$ cat src/rtl/adder_result_sink.sv
// Result sink for adder64: captures rdy-flagged sums into a FWFT FIFO and keeps
// a running XOR checksum plus a saturating count of words dropped on overflow.
`ifndef LEN_DATA
`define LEN_DATA 64
`endif

module adder_result_sink #(
    parameter int unsigned DATA_W = `LEN_DATA,
    parameter int unsigned DEPTH  = 4,
    parameter int unsigned CNT_W  = $clog2(DEPTH) + 1
) (
    input  logic              clk,
    input  logic              rst,
    input  logic              en,
    input  logic [DATA_W-1:0] sum,
    input  logic              rdy,
    input  logic              clr,
    output logic [DATA_W-1:0] out_data,
    output logic              out_valid,
    input  logic              out_ready,
    output logic [CNT_W-1:0]  count,
    output logic              full,
    output logic [DATA_W-1:0] chk,
    output logic [7:0]        ovf_cnt
);

    localparam int unsigned PtrW = $clog2(DEPTH);

    logic [DATA_W-1:0] mem_q [DEPTH];
    logic [PtrW-1:0]   wp_q, wp_d;
    logic [PtrW-1:0]   rp_q, rp_d;
    logic [CNT_W-1:0]  count_q, count_d;
    logic [DATA_W-1:0] chk_q, chk_d;
    logic [7:0]        ovf_q, ovf_d;
    logic              push, pop, drop;

    assign out_valid = (count_q != '0);
    assign full      = (count_q == CNT_W'(DEPTH));
    assign count     = count_q;
    assign out_data  = mem_q[rp_q];
    assign chk       = chk_q;
    assign ovf_cnt   = ovf_q;

    // A full FIFO still accepts a word when the head leaves in the same cycle.
    assign pop  = out_valid && out_ready;
    assign push = en && rdy && (!full || pop);
    assign drop = en && rdy && full && !pop;

    always_comb begin
        wp_d    = wp_q;
        rp_d    = rp_q;
        count_d = count_q;
        chk_d   = clr ? '0 : chk_q;
        ovf_d   = clr ? '0 : ovf_q;

        if (push) begin
            wp_d  = wp_q + PtrW'(1);
            chk_d = chk_d ^ sum;
        end
        if (pop) begin
            rp_d = rp_q + PtrW'(1);
        end
        unique case ({push, pop})
            2'b10:   count_d = count_q + CNT_W'(1);
            2'b01:   count_d = count_q - CNT_W'(1);
            default: count_d = count_q;
        endcase
        if (drop && (ovf_d != 8'hff)) begin
            ovf_d = ovf_d + 8'd1;
        end
    end

    always_ff @(posedge clk or posedge rst) begin
        if (rst) begin
            wp_q    <= '0;
            rp_q    <= '0;
            count_q <= '0;
            chk_q   <= '0;
            ovf_q   <= '0;
        end else begin
            wp_q    <= wp_d;
            rp_q    <= rp_d;
            count_q <= count_d;
            chk_q   <= chk_d;
            ovf_q   <= ovf_d;
        end
    end

    // Storage needs no reset; occupancy alone decides what is valid.
    always_ff @(posedge clk) begin
        if (push) begin
            mem_q[wp_q] <= sum;
        end
    end

endmodule

$ cat config.mk
export PLATFORM = sky130hd
export DESIGN_NAME = adder_result_sink
export DESIGN_NICKNAME = d
export VERILOG_FILES = /design/src/rtl/adder_result_sink.sv
export SDC_FILE = /design/constraint.sdc
export NUM_CORES = 1
export LEC_CHECK = 0
export ABC_AREA = 1
export ABC_CLOCK_PERIOD_IN_PS = 5100
export BUFFER_PORTS_ARGS = -buffer_cell sky130_fd_sc_hd__buf_2
export CAP_MARGIN = 10
export CORE_ASPECT_RATIO = 1.4
export CORE_MARGIN = 3
export CORE_UTILIZATION = 57
export CTS_BUF_LIST = sky130_fd_sc_hd__clkbuf_8 sky130_fd_sc_hd__clkbuf_16
export DETAILED_ROUTE_END_ITERATION = 6
export PLACE_DENSITY = 0.81
export SLEW_MARGIN = 20
export SYNTH_ARGS = -nofsm -noshare
export SYNTH_HDL_FRONTEND = slang
export SYNTH_SLANG_ARGS = --single-unit
$ cat constraint.sdc
create_clock -name clk -period 5.1 [get_ports clk]
set_clock_uncertainty 0.1 [all_clocks]
set_input_delay 0.765 -clock clk [delete_from_list [all_inputs] [get_ports clk]]
set_output_delay 0.765 -clock clk [all_outputs]
set_load 0.05 [all_outputs]
## Word-level counts from Yosys, hierarchy flattened

Memories as Yosys holds them, arrays and structs flattened.
Index checks and enable logic that the tools add are counted.

| cells by class | value |
|---|---|
| add/subtract/negate cells | 5 |
| $mul | 0 |
| divide/modulo/power cells | 0 |
| $lt $le $gt $ge | 0 |
| equality and inequality tests | 4 |
| shift-type cells | 0 |
| muxes and demuxes | 7 |
| bitwise operators | 1 |
| reductions and logical operators | 11 |

Operators with widths:

| operator | number |
|---|---|
| $mux 64 | 2 |
| $xor 64x64->64 | 1 |
| $mux 8 | 2 |
| $add 8x1->8 const B | 1 |
| $ne 8x8->1 const B | 1 |
| $logic_and 1x1->1 | 6 |
| $pmux 3 s2 | 1 |
| $add 2x1->2 const B | 2 |
| $add 3x1->3 const B | 1 |
| $eq 3x3->1 const B | 1 |
| $reduce_bool 3->1 | 1 |
| $sub 3x1->3 const B | 1 |
| $eq 2x1->1 const B | 1 |
| $eq 2x2->1 const B | 1 |
| $logic_not 1->1 | 2 |
| $mux 1 | 2 |
| $reduce_bool 2->1 | 1 |
| $logic_or 1x1->1 | 1 |

| word-level totals | value |
|---|---|
| bits in registers | 79 |
| bits in latches | 0 |
| bits in writable memories | 256 |
| bits in read-only memories | 0 |
| output and inout port bits | 141 |
| memories kept | 1 |

Memories:

| memory | depth | width | read ports | clocked after Yosys merged registers in | wr ports | line | text |
|---|---|---|---|---|---|---|---|
| mem_q | 4 | 64 | 1 | 0 | 1 | 29 | `logic [DATA_W-1:0] mem_q [DEPTH];` |

## Logic depth before layout (Yosys ltp)

| logic depth | value |
|---|---|
| word-level depth | 6 |
| mapped depth | 13 |
| gate-level depth less buffers | 11 |

## Worst setup path after synthesis

No wires, ideal clock.

| timing path | value |
|---|---|
| path type | input port to flip-flop |
| from | in en |
| to | mem mem_q[0][0] (netlist name) (enable) |
| arrival time | 3.866 ns |
| slack | 0.648 ns |
| stages on the path | 5 |
| buffers on the path | 1 |
| cell sequence | nand2_1 -> inv_1 -> buf_2 -> nand2_2 -> nor2_1 |

| between the ends | value |
|---|---|
| word-level cells in the longest chain between the ends | 4 |

Ends and longest elaborated chain:

| element | line | text |
|---|---|---|
| start, declared | 14 | `input logic en,` |
| $logic_and 1x1->1 (2 in a row) | 46 | `assign push = en && rdy && (!full \|\| pop);` |
| $mux 1 | 91 | `if (push) begin` |
| $mux 1 (not written as such) | 92 | `mem_q[wp_q] <= sum;` |
| end, declared | 29 |  |

No other way between the ends.

## Worst setup path after layout

| timing path | value |
|---|---|
| from | reg rp_q[0] |
| to | out out_data[34] |

| between the ends | value |
|---|---|
| word-level cells in the longest chain between the ends | 1 |

Ends and longest elaborated chain:

| element | line | text |
|---|---|---|
| start, declared | 31 | `logic [PtrW-1:0] rp_q, rp_d;` |
| start signal, assigned | 82 | `rp_q <= rp_d;` |
| $mem_v2 4x64 | - |  |
| end, declared | 18 | `output logic [DATA_W-1:0] out_data,` |

No other way between the ends.

==> metrics.txt <==
post-route clock period utilization 0.739; clock power share 0.224; Die Span X 136 um; internal power 0.00524 W; leakage around 6.0 nW; global-route usage over all layers 0.236; largest net degree at the start of global routing 129; FF/Latch Area about 0.0097 mm^2; Final Core Density 0.682; Resize count post-CTS 0; Worst Path Required between 4 and 5 ns; fin cells 1543; arrival time at the worst endpoint 2.90 ns; hold crit path type input pin to async pin; Worst setup SP type flip-flop; syn nets 1107; die area 0.0255 mm^2; Final GP Congestion 0.758; P_sw between 0.004 and 0.005 W; Clock Root Buffer clkbuf_16; I/O pins between 200 and 250; Fill cells 1616; sequential power share 0.366; post-CTS setup buffer count 0; Setup TNS 0 ns; final WL 30300 um; Final Power ~0.0094 W; number of max-cap violations 0; Area Overhead vs Synth 16.0%; Synth cell types 24; wire length on met3 about 2000 um; DRC 0; syn avg cell area 13.1 um^2; gr ovfl total 0; FF+latch count, synth approximately 340; first-pass GRT wire length 47600 um; vias per cell 5.67; Logic pwr share 0.410; metal2 WL 16300 um; layout cell share with drive strength beyond 1 0.267; min cycle time layout 3.77 ns; Hold-fix buffers, CTS 0; Initial Util 0.588; DRT antenna net count 0; RSZ-0062 raised after global routing no; First DRT Iteration DRCs 615; Avg WL per Cell 19.7 um; vias in the first global route 8792; total number of vias 8748; slew margin rel. 0.324; DP Wirelength between 15000 and 20000 um; Worst Max-Slew Pin Slew a little over 1 ns; Cell Pwr Density roughly 600 mW/mm^2; post-synthesis sequential area ratio 0.717; worst skew pair latency 0.54 ns; max-slew violation count 0; I/O Buffers 210; core area 0.0229 mm^2; Diodes inserted 0; Max Root-Sink Buffers 3; CTS Sinks 335; worst vdd ir 0.449 mV; final setup vio count 0; Synth Cell Area 0.0135 mm^2; Mapped Cells 1030; # placed instances 1490; initial antenna violation count 1; DR top layer met5; cell row count 65; CTS tree done; Layout Nets 1297; Final Hold Viols 0; number of CTS-inserted buffers 29; first drt pass iteration count 4; worst-path maximum fanout 72; Setup CP Type flip-flop to output pin; fmax between 0.2 and 0.3 GHz; clk slew on worst S/H paths roughly 0.060 ns; H-tree Lvls 1; Synth Warn # 0; WL met1 11300 um; Switching Share 0.444; Critical Path Sink Type output pin; area of the multi-input gates 0.00341 mm^2; status completed; Die Ht 188 um
sequential cells by signal, indices dropped and copies added (netlist names):
register and count:
chk 64, count 3, mem_q 256, ovf_cnt 8, wp_q 2, rp_q 2
worst paths after layout:
| check | depth (start not counted) | slack [ns] | end | startpoint |
|---|---|---|---|---|
| setup / recovery | 4 | 1.33 | out_data[34] | rp_q[0] |
| hold / removal | 2 | 0.33 | chk[26] | rst |
| setup reg to reg | 5 | 2.15 | mem_q[3][44] | count[0] |
| hold reg to reg | 2 | 0.45 | chk[25] | chk[25] |
| max in group asynchronous | 3 | 3.59 | ovf_cnt[7] | rst |
| min in group clk | 1 | 0.36 | mem_q[3][63] | sum[63] |
power groups by stage:
| stage | Combinational [W] | Sequential [W] | Clock (W) |
|---|---|---|---|
| after global routing | 0.00411 | 0.00349 | 0.00225 |
| after floorplan | 0.00268 | 0.00375 | 0 |
| final | 0.00387 | 0.00345 | 0.00211 |
| after detailed placement | 0.00387 | 0.00350 | 0 |
| after global placement | 0.00382 | 0.00349 | 0 |
| after CTS | 0.00390 | 0.00345 | 0.00214 |
stage by stage:
stage	cell area (um^2)	worst slack (ns)	hold WS, ns
5_1_grt	15600	1.13	0.352
2_1_floorplan	13500	0.648	0.457
3_3_place_gp	14700	1.73	0.437
3_5_place_dp	14700	1.68	0.437
4_1_cts	15600	1.11	0.344
6_report	15600	1.33	0.330
cells in the final DEF, fill, tap and decap left out, types with 30 or more instances in the layout:
cell / netlist / final
nand2_1: 106 / 106
buf_2: 29 / 210
o22ai_1: 64 / 64
inv_1: 26 / 30
xor2_1: 69 / 69
dfrtp_1: 79 / 77
edfxtp_1: 256 / 256
o21ai_0: 131 / 131
nand3_2: 51 / 50
nor2_1: 142 / 138
worst max-delay path, cell delays in order (launching register included):
cell,delay (ns)
dfrtp_4,0.84
buf_4,0.68
o21ai_0,0.23
o22ai_1,0.27
buf_2,0.31
Yosys cell counts:
library cell,number,area share
edfxtp_1,256,0.57
nand2_2,2,0.00093
ha_1,6,0.0056
nor2_2,2,0.00093
buf_4,1,0.00056
inv_1,26,0.0072
nor3_1,1,0.00037
o21ai_0,131,0.049
buf_1,1,0.00028
nor2_1,142,0.040
nand3_2,51,0.038
xor2_1,69,0.045
nand3_1,21,0.0078
dfrtp_1,79,0.15
nand2_1,106,0.030
xnor2_1,1,0.00065
fa_1,1,0.0015
a21oi_1,4,0.0015
nand4_1,2,0.00093
inv_2,2,0.00056
buf_2,29,0.011
clkbuf_1,26,0.0072
o22ai_1,64,0.030
buf_6,7,0.0058
logic make-up (layout without fill, tap and decap cells):
| group | after synthesis | in the layout | share of synthesized area |
|---|---|---|---|
| xor+xnor | 70 | 70 | 0.0455 |
| flops | 335 | 335 | 0.717 |
| compound gates | 199 | 199 | 0.0799 |
| fa+ha+maj | 7 | 7 | 0.00706 |
| simple gates | 327 | 327 | 0.118 |
| buf+inv | 92 | 304 | 0.0325 |
routing by layer:
layer	up-vias	global-route usage
met5	-	0
met4	2	0.0659
met3	56	0.0424
met2	303	0.428
met1	4362	0.286
li1	4025	-
cell type report:
type                    instances  share of cell area
flip-flops and latches        335               0.618
inverters                      28             0.00720
repair buffers                223              0.0735
well taps                     301              0.0241
multi-input cells             603               0.218
clock inverters                21             0.00952
clock buffers                  32              0.0491
Note: power is estimated with default switching activity, not from simulation.
